==> src/rtl/seq_add_sub.sv <==
// Multi-cycle ripple-carry adder/subtractor: SLICE bits per clock with a registered
// inter-slice carry, start/busy/done handshake, and carry/overflow/zero flags.
module seq_add_sub #(
  parameter int WIDTH = 16,
  parameter int SLICE = 4
) (
  input  logic             clk,
  input  logic             rst_n,
  input  logic             start,
  input  logic             op,
  input  logic [WIDTH-1:0] x,
  input  logic [WIDTH-1:0] y,
  input  logic             c_in,
  output logic             busy,
  output logic             done,
  output logic [WIDTH-1:0] z,
  output logic             c_out,
  output logic             ovf,
  output logic             zero
);

  localparam int NSL = WIDTH / SLICE;
  localparam int KW  = (NSL > 1) ? $clog2(NSL) : 1;

  typedef enum logic [1:0] {IDLE = 2'd0, RUN = 2'd1, DONE = 2'd2} state_t;

  state_t           state;
  logic [WIDTH-1:0] x_r, y_r;
  logic             carry;
  logic [KW-1:0]    k;

  logic [SLICE-1:0] xs, ys;
  logic [SLICE:0]   sum;
  logic             msb_cin, last;
  logic [WIDTH-1:0] z_nxt;

  always_comb begin
    xs      = x_r[int'(k)*SLICE +: SLICE];
    ys      = y_r[int'(k)*SLICE +: SLICE];
    sum     = {1'b0, xs} + {1'b0, ys} + {{SLICE{1'b0}}, carry};
    // Carry into the slice's top bit recovered from the sum bit; on the last slice this is bit WIDTH-1.
    msb_cin = xs[SLICE-1] ^ ys[SLICE-1] ^ sum[SLICE-1];
    last    = (k == KW'(NSL - 1));
    z_nxt   = z;
    z_nxt[int'(k)*SLICE +: SLICE] = sum[SLICE-1:0];
  end

  always_ff @(posedge clk or negedge rst_n) begin
    if (!rst_n) begin
      state <= IDLE;
      x_r   <= '0;
      y_r   <= '0;
      carry <= 1'b0;
      k     <= '0;
      busy  <= 1'b0;
      done  <= 1'b0;
      z     <= '0;
      c_out <= 1'b0;
      ovf   <= 1'b0;
      zero  <= 1'b0;
    end else begin
      case (state)
        IDLE, DONE: begin
          done <= 1'b0;
          if (start) begin
            x_r   <= x;
            y_r   <= op ? ~y : y;
            carry <= op ? ~c_in : c_in;
            k     <= '0;
            state <= RUN;
            busy  <= 1'b1;
          end else begin
            state <= IDLE;
            busy  <= 1'b0;
          end
        end
        RUN: begin
          z     <= z_nxt;
          carry <= sum[SLICE];
          k     <= k + 1'b1;
          if (last) begin
            state <= DONE;
            busy  <= 1'b0;
            done  <= 1'b1;
            c_out <= sum[SLICE];
            ovf   <= msb_cin ^ sum[SLICE];
            zero  <= (z_nxt == '0);
          end
        end
        default: begin
          state <= IDLE;
          busy  <= 1'b0;
          done  <= 1'b0;
        end
      endcase
    end
  end

endmodule

==> config.mk <==
export PLATFORM = sky130hd
export DESIGN_NAME = seq_add_sub
export DESIGN_NICKNAME = d
export VERILOG_FILES = /design/src/rtl/seq_add_sub.sv
export SDC_FILE = /design/constraint.sdc
export NUM_CORES = 1
export LEC_CHECK = 0
export CAP_MARGIN = 20
export CORE_UTILIZATION = 56
export CTS_CLUSTER_DIAMETER = 120
export DETAILED_ROUTE_END_ITERATION = 8
export DONT_BUFFER_PORTS = 1
export GPL_TIMING_DRIVEN = 1
export PLACE_DENSITY = 0.73
export SYNTH_ARGS = -nofsm -noshare
export SYNTH_HDL_FRONTEND = slang
export SYNTH_SLANG_ARGS = --single-unit
==> constraint.sdc <==
create_clock -name clk -period 3.71 [get_ports clk]
set_clock_uncertainty 0.2 [all_clocks]
set_input_delay 0.742 -clock clk [delete_from_list [all_inputs] [get_ports clk]]
set_output_delay 0.742 -clock clk [all_outputs]
set_load 0.01 [all_outputs]
==> flow_summary.toml, run 1 <==
[grt]
grt_pass1_vias = 1703
grt_overflow = 0
grt_max_degree = 57
grt_util_met2 = 0.305
grt_busiest_layer = "met1"
antenna_found_initial = 0
grt_pass1_wl_mm = 8.49
gr-usage-met3 = 0.0566
use_met1 = 0.321
track_usage = 0.212

[clock_tree]
cts_buffers = 5
ctsResizeCount = 0
root_buffer = "clkbuf_8"
cts_setup_buffers = 0
cts_max_level = 2
cts_tree = "yes"
cts_hold_buf = 1
cts.sinks = 56
cts_buffer_depth = 2
clkTransAtPathRegs_ns = 0.09
clk-insertion-delay-late_ns = 0.30

[placed_design]
dp_hpwl_mm = 3.70
port_buffers = 0
place_inst = 296
place.gp.congestion = 0.891

[sta]
max_freq_ghz = 0.314
rsz0062_at_grt = "false"
worstMarginPinSlew_ns = 0.912
slew_headroom = 0.392
fin_setup_tns_ns = 0
min_period_ns = 3.19
worst_hold_slack_ns = 0.0964
finalCritPeriodShare = 0.860
setup_viol = 0
finalHoldViolCount = 0
slew_violations = 0

[power]
clock_power_share = 0.100
power_mw = 2.97
ir_worst_vdd_v = 0.000738
switching_share = 0.430
power.density_nw_per_um2 = 1000
combPwrFrac = 0.523
internal_power_mw = 1.69
switching_power_mw = 1.28
p_seq_frac = 0.377
p_leak_nw = 1.29

[setup_path]
cp.required_ns = 3.72
crit_slowest_cell = "dfrtp_1"
arrival_ns = 3.20
path_buf_inv = 1
end_kind = "flop"
reg2regPathDepth = 8
crit_end = "zero$_DFFE_PN0P_"
path_class = "flop to flop"
r2r_end = "zero$_DFFE_PN0P_"
cp.depth = 8
crit_fanout = 9
slowest_delay_ns = 0.59
path_cells = "mux4_2 > fa_1 > inv_1 > fa_1 > xnor2_1 > and3_1 > or4_1 > o31ai_1"
startpoint = "k[0]$_DFFE_PN0P_"
start_kind = "flop"
cp_top_family = "adder cells"
r2r_start = "k[0]$_DFFE_PN0P_"
crit_top_cell = "fa_1"
rrSetupSlack_ns = 0.52

[cells_and_area]
n_antenna_cell = 0
layout.nets = 285
final_core_util = 0.619
regArea_um2 = 1400
fillers = 390
post_layout_nonfiller_instances = 302
multi_input_area_um2 = 1340
final_cell_mix = "dfrtp_1, nand2_1, o21ai_0, xnor2_1, mux2_2"
syn_to_final_growth_pct = 4.73
final_common_cell = "dfrtp_1"
final_layout_size_suffix_gt1_frac = 0.157

[synthesis]
postSynthAreaPerCell_um2 = 11.8
syn_area_um2 = 2830
ys_seq_area_frac = 0.496
yosysWarnings = 0
ys_types = 43
syn-num-nets = 288
ys_seq_elements = 56
synth.top_cell.area_share = 0.496
synth_cells = 240
netlist_top_cells_area = "dfrtp_1, mux2_2, mux4_2, xnor2_1, a22o_1"
yosys.area.top_type = "dfrtp_1"

[floorplan]
core-area_um2 = 4790
die_w_um = 73.1
io_pins = 58
die_area_um2 = 5340
initial_core_util = 0.591
die_h_um = 73.1
std_cell_rows = 25

[detailed_routing]
vias = 1778
wl_per_cell_um = 16.8
firstDrtPassIters = 4
ant_nets = 0
drt_iter0_drc = 87
wl_mm = 5.06
vias_per_cell = 5.89
drcViolationCount = 0

[flow_run]
drv_cap = 0

[status]
status = "finished clean"

[worst_hold_path]
hold_path_class = "input port to asynchronous set/reset pin"
## per-layer routing
layer | part of all wire | vias to the layer above
li1 | - | 851
met4 | 0.0095 | 0
met5 | 0 | -
met1 | 0.48 | 872
met2 | 0.46 | 51
met3 | 0.050 | 4
## cell usage after synthesis
library cell	number
a21oi_1	2
a221oi_1	1
a22o_1	15
a311oi_1	1
a31oi_1	1
and2_1	4
and3_1	4
and4b_1	1
buf_1	1
buf_2	3
buf_6	1
clkbuf_1	7
clkinv_4	1
dfrtp_1	56
fa_1	2
ha_1	9
inv_1	7
mux2_2	16
mux2i_1	1
mux4_2	8
nand2_1	29
nand2_4	1
nand2b_1	1
nand3_1	1
nor2_1	5
nor2b_1	2
nor2b_4	1
nor3_1	1
nor3b_1	2
nor4_1	3
nor4_2	1
nor4bb_1	1
o21a_1	2
o21ai_0	23
o21ai_2	1
o221ai_1	1
o22ai_1	1
o31ai_1	1
o41ai_1	1
or2b_1	1
or3_1	1
or4_1	1
xnor2_1	18
## worst min path at each step
stage,to,slack [ns],depth (start not counted)
3_5_place_dp,state[0]$_DFFE_PN0P_,0.25,0
5_1_grt,done$_DFFE_PN0P_,0.10,1
2_1_floorplan,y_r[10]$_DFFE_PN0P_,0.24,2
6_report,carry$_DFFE_PN0P_,0.1,1
4_1_cts,z[15]$_DFFE_PN0P_,0.11,1
3_3_place_gp,y_r[11]$_DFFE_PN0P_,0.25,0
## registers in the layout, summed over array words and instances (netlist names)
name and cells:
zero 1, ovf 1, y_r 16, done 1
carry 1, z 16, k 2, c_out 1
x_r 16, state 1
## metrics by stage
step                worst slack, ns  cell area (um2)
floorplan                     0.383             2830
global placement              0.610             2870
detailed placement            0.526             2870
CTS                           0.496             2960
global route                  0.299             2960
finish                        0.520             2960
## layout make-up
type	count	share of cell area
multi-input cells	164	0.452
clock buffers	5	0.0232
repair buffers	2	0.0118
well taps	67	0.0283
flip-flops and latches	56	0.473
inverters	8	0.0118
## cell families after synthesis
family          synth area share
fa+ha+maj                 0.0540
flops                      0.496
compound gates             0.119
mux                        0.131
simple gates               0.113
buf+inv                   0.0323
xor+xnor                  0.0558
## power by group through the flow
stage,Combinational [mW],Clock [mW],Sequential [mW]
after floorplan,1.28,0,1.03
after global placement,1.51,0,1.13
after detailed placement,1.53,0,1.13
after CTS,1.56,0.301,1.12
after global routing,1.76,0.329,1.16
final,1.55,0.298,1.12
Note: power is estimated with default switching activity, not from simulation.
==> run 2: changes to the inputs <==
PLACE_DENSITY = 0.77   (was 0.73)
==> run 2 against run 1 <==
Design area rose by 2.2%; clock power grew 42%; maximum frequency grew 2.0%; combinational power is 4% higher; clock-buffer cell count increased by 2; setup slack improved by 0.061 ns; critical path depth stayed put; hold slack worse by 0.0059 ns; largest cell class unchanged; sequential power hardly changed; highest routed layer unchanged; utilization increased by 1.4 points.
==> flow_summary.toml, run 2 (synthesized netlist as in run 1, its figures left out) <==
[sta]
max_freq_ghz = 0.320
finalHoldViolCount = 0
slew_headroom = 0.386
fin_setup_tns_ns = 0
finalCritPeriodShare = 0.843
worstMarginPinSlew_ns = 0.921
rsz0062_at_grt = "false"
min_period_ns = 3.13
slew_violations = 0
setup_viol = 0
worst_hold_slack_ns = 0.0905

[setup_path]
crit_top_cell = "fa_1"
r2r_end = "zero$_DFFE_PN0P_"
path_buf_inv = 1
path_class = "flop to flop"
path_cells = "mux4_2 > fa_1 > inv_1 > fa_1 > xnor2_1 > and3_1 > or4_1 > o31ai_1"
cp.required_ns = 3.72
slowest_delay_ns = 0.65
crit_end = "zero$_DFFE_PN0P_"
start_kind = "flop"
reg2regPathDepth = 8
arrival_ns = 3.14
cp.depth = 8
rrSetupSlack_ns = 0.58
crit_slowest_cell = "dfrtp_1"
end_kind = "flop"
cp_top_family = "flip-flops"
crit_fanout = 13
r2r_start = "k[1]$_DFFE_PN0P_"
startpoint = "k[1]$_DFFE_PN0P_"

[clock_tree]
root_buffer = "clkbuf_8"
clkTransAtPathRegs_ns = 0.10
cts.sinks = 56
clk-insertion-delay-late_ns = 0.30
cts_setup_buffers = 0
cts_buffer_depth = 2
ctsResizeCount = 0
cts_max_level = 2
cts_hold_buf = 1
cts_tree = "yes"
cts_buffers = 5

[power]
ir_worst_vdd_v = 0.000572
p_leak_nw = 1.32
power.density_nw_per_um2 = 1030

[grt]
grt_overflow = 0
track_usage = 0.203
grt_pass1_wl_mm = 8.20
antenna_found_initial = 0
grt_max_degree = 57
grt_pass1_vias = 1796

[cells_and_area]
layout.nets = 286
top_regs = "x_r (16), y_r (16), z (16)"
syn_to_final_growth_pct = 7.04
fillers = 381
final_core_util = 0.632
postLayoutCellArea_um2 = 3030
n_antenna_cell = 0
final_common_cell = "dfrtp_1"
final_layout_size_suffix_gt1_frac = 0.172
final_cell_mix = "dfrtp_1, nand2_1, o21ai_0, xnor2_1, mux2_2"

[floorplan]
die_h_um = 73.1
std_cell_rows = 25
die_area_um2 = 5340
io_pins = 58
die_w_um = 73.1
core-area_um2 = 4790
initial_core_util = 0.591

[detailed_routing]
drt_iter0_drc = 60
firstDrtPassIters = 4
drcViolationCount = 0
wl_per_cell_um = 16.1
vias_per_cell = 5.82
ant_nets = 0
wl_mm = 4.92
vias = 1782

[placed_design]
dp_hpwl_mm = 3.57
placed_cell_area_um2 = 2870
port_buffers = 0
place.gp.congestion = 0.894

[status]
status = "finished clean"

[worst_hold_path]
hold_path_class = "input port to asynchronous set/reset pin"

[flow_run]
drv_cap = 0
run 2: stage by stage:
step,std cells,setup slack (ns),total power [mW]
CTS,306,0.557,3.13
floorplan,240,0.383,2.31
finish,306,0.582,3.12
detailed placement,297,0.631,2.67
global placement,297,0.711,2.64
global route,306,0.388,3.37
run 2: power breakdown:
group | total (mW) | leakage [nW] | switching, mW | internal (mW)
clock | 0.424 | 0.0645 | 0.186 | 0.238
combinational | 1.61 | 0.556 | 0.899 | 0.706
sequential | 1.09 | 0.704 | 0.222 | 0.871
total | 3.12 | 1.32 | 1.31 | 1.82
run 2: cell type report:
type | count | area [um2] | area share
clock inverter | 1 | 30.0 | 0.00992
inverter | 8 | 35.0 | 0.0116
multi-input combinational | 164 | 1340 | 0.442
timing repair buffer | 3 | 42.5 | 0.0141
sequential | 56 | 1400 | 0.463
tap | 67 | 83.8 | 0.0277
clock buffer | 7 | 96.3 | 0.0318
run 2: layer usage:
| layer | global-route usage | share of wire | routed length, um | vias up |
|---|---|---|---|---|
| li1 | - | - | - | 846 |
| met5 | 0 | 0 | 0 | - |
| met2 | 0.337 | 0.48 | 2360 | 43 |
| met3 | 0.0470 | 0.052 | 256 | 4 |
| met1 | 0.271 | 0.46 | 2260 | 889 |
| met4 | 0.0501 | 0.0081 | 40 | 0 |
run 2: worst min path at each step:
stage / cells past startpoint / end / startpoint / slack, ns
final: 1 / k[0]$_DFFE_PN0P_ / rst_n / 0.09
after global routing: 1 / y_r[5]$_DFFE_PN0P_ / rst_n / 0.09
after CTS: 1 / y_r[5]$_DFFE_PN0P_ / rst_n / 0.10
after detailed placement: 0 / state[0]$_DFFE_PN0P_ / rst_n / 0.25
after global placement: 0 / y_r[15]$_DFFE_PN0P_ / rst_n / 0.25
after floorplan: 2 / y_r[10]$_DFFE_PN0P_ / y_r[10]$_DFFE_PN0P_ / 0.24
==> run 3: changes to the inputs <==
PLACE_DENSITY = 0.8   (was 0.77)
clock period = 2.64 ns   (was 3.71 ns; I/O delays follow)
==> run 3 against run 2 <==
The run now ends with setup timing left; non-clock buffer count is 9 higher; total power increased by 65%; combinational power increased by 91%; final cell count rose by 2.9%; design area is 5.3% higher; register-to-register slack worse by 0.69 ns; largest power group unchanged; highest routed layer unchanged.
==> flow_summary.toml, run 3 (synthesized netlist as in run 1, its figures left out) <==
[detailed_routing]
vias = 1863
drcViolationCount = 0
drt_iter0_drc = 103
vias_per_cell = 5.91
wl_mm = 5.43
ant_nets = 0
firstDrtPassIters = 4
wl_per_cell_um = 17.2

[setup_path]
crit_fanout = 4
r2r_end = "zero$_DFFE_PN0P_"
crit_top_cell = "fa_2"
path_cells = "mux4_2 > fa_2 > inv_2 > fa_2 > xnor2_4 > and3_1 > or4_4 > o31ai_2"
r2r_start = "k[0]$_DFFE_PN0P_"
arrival_ns = 2.77
crit_slowest_cell = "mux4_2"
cp.depth = 8
cp_top_family = "adder cells"
slowest_delay_ns = 0.53
cp.required_ns = 2.66
path_class = "flop to flop"
reg2regPathDepth = 8
startpoint = "k[0]$_DFFE_PN0P_"
start_kind = "flop"
end_kind = "flop"
path_buf_inv = 1
crit_end = "zero$_DFFE_PN0P_"
rrSetupSlack_ns = -0.11

[clock_tree]
clk-insertion-delay-late_ns = 0.31
cts_max_level = 2
cts_buffer_depth = 2
cts_buffers = 5
root_buffer = "clkbuf_8"
clkTransAtPathRegs_ns = 0.09
cts_tree = "yes"
cts.sinks = 56

[grt]
grt_pass1_vias = 1845
grt_pass1_wl_mm = 9.05
antenna_found_initial = 0
track_usage = 0.229
grt_max_degree = 57
grt_overflow = 0

[cells_and_area]
n_antenna_cell = 0
final_cell_mix = "dfrtp_1, nand2_1, o21ai_0, xnor2_1, mux2_2"
layout.nets = 295
final_layout_size_suffix_gt1_frac = 0.258
fillers = 381
top_regs = "x_r (16), y_r (16), z (16)"
final_common_cell = "dfrtp_1"
syn_to_final_growth_pct = 12.7

[placed_design]
dp_hpwl_mm = 4.02
port_buffers = 0
place.gp.congestion = 0.916

[flow_run]
drv_cap = 0

[power]
p_leak_nw = 1.38
ir_worst_vdd_v = 0.000748
power.density_nw_per_um2 = 1620
power_mw = 5.16

[sta]
rsz0062_at_grt = "true"
max_freq_ghz = 0.364
slew_headroom = 0.653
worstMarginPinSlew_ns = 0.521
slew_violations = 0
finalCritPeriodShare = 1.04
worst_hold_slack_ns = 0.156
worst_slack_ns = -0.106
finalHoldViolCount = 0
setup_viol = 1
min_period_ns = 2.75

[worst_hold_path]
min_from = "x[11]"
hold_path_class = "input port to flop"

[floorplan]
die_area_um2 = 5340
io_pins = 58
die_h_um = 73.1
initial_core_util = 0.591
core-area_um2 = 4790
die_w_um = 73.1
std_cell_rows = 25

[status]
status = "finished with violations"
violations = "setup timing"
==> run 3: cell types whose count changed in the layout (fill, tap and decap cells not counted), moves of 2 or more <==
cell and delta:
fa_1 -2, fa_2 +2, ha_4 +2, clkbuf_8 -2
buf_6 +2, buf_4 +6, ha_1 -2, a21oi_1 -2
==> run 3: per-stage QoR <==
stage | cell area [um2] | instances | util | setup slack [ns] | setup TNS, ns
global route | 3190 | 315 | 0.666 | -0.213 | -0.550
detailed placement | 2950 | 304 | 0.616 | -0.186 | -0.376
CTS | 3100 | 314 | 0.648 | -0.193 | -0.211
global placement | 2950 | 304 | 0.616 | -0.115 | -0.208
floorplan | 2870 | 240 | - | -0.383 | -0.589
finish | 3190 | 315 | 0.666 | -0.106 | -0.106
==> run 3: where the power goes <==
group          leakage (nW)  internal, mW  switching (mW)
clock                0.0552         0.282           0.267
combinational         0.620          1.53            1.54
sequential            0.703          1.23           0.311
total                  1.38          3.04            2.12
==> run 3: timing repair <==
| item | CTS | global route |
|---|---|---|
| hold buffers | 2 | 0 |
| buffers inserted | 0 | 1 |
| cloned | 0 | 0 |
| endpoints found under the hold margin | 56 | 0 |
| resized for setup | 2 | 14 |
| setup endpoints to repair | 6 | 8 |
| pin swaps | 4 | 4 |
==> run 3: cell type report <==
class / count / area, um2 / area share
multi-input combinational: 164 / 1440 / 0.451
sequential: 56 / 1400 / 0.440
timing repair buffer: 12 / 120 / 0.0377
tap: 67 / 83.8 / 0.0263
clock buffer: 6 / 72.6 / 0.0228
clock inverter: 2 / 35.0 / 0.0110
inverter: 8 / 35.0 / 0.0110
==> run 3: worst min path at each step <==
stage	to	slack, ns	cells past startpoint
floorplan	c_out$_DFFE_PN0P_	0.03	0
global placement	x_r[3]$_DFFE_PN0P_	0.03	0
detailed placement	x_r[7]$_DFFE_PN0P_	0.03	0
CTS	x_r[11]$_DFFE_PN0P_	0.15	1
global route	x_r[11]$_DFFE_PN0P_	0.14	1
finish	x_r[11]$_DFFE_PN0P_	0.16	1
==> run 3: layer usage <==
metal | up-vias | global-route usage | part of all wire
met4 | 0 | 0.111 | 0.021
li1 | 868 | - | -
met3 | 11 | 0.0483 | 0.050
met2 | 66 | 0.376 | 0.49
met5 | - | 0 | 0
met1 | 918 | 0.290 | 0.44
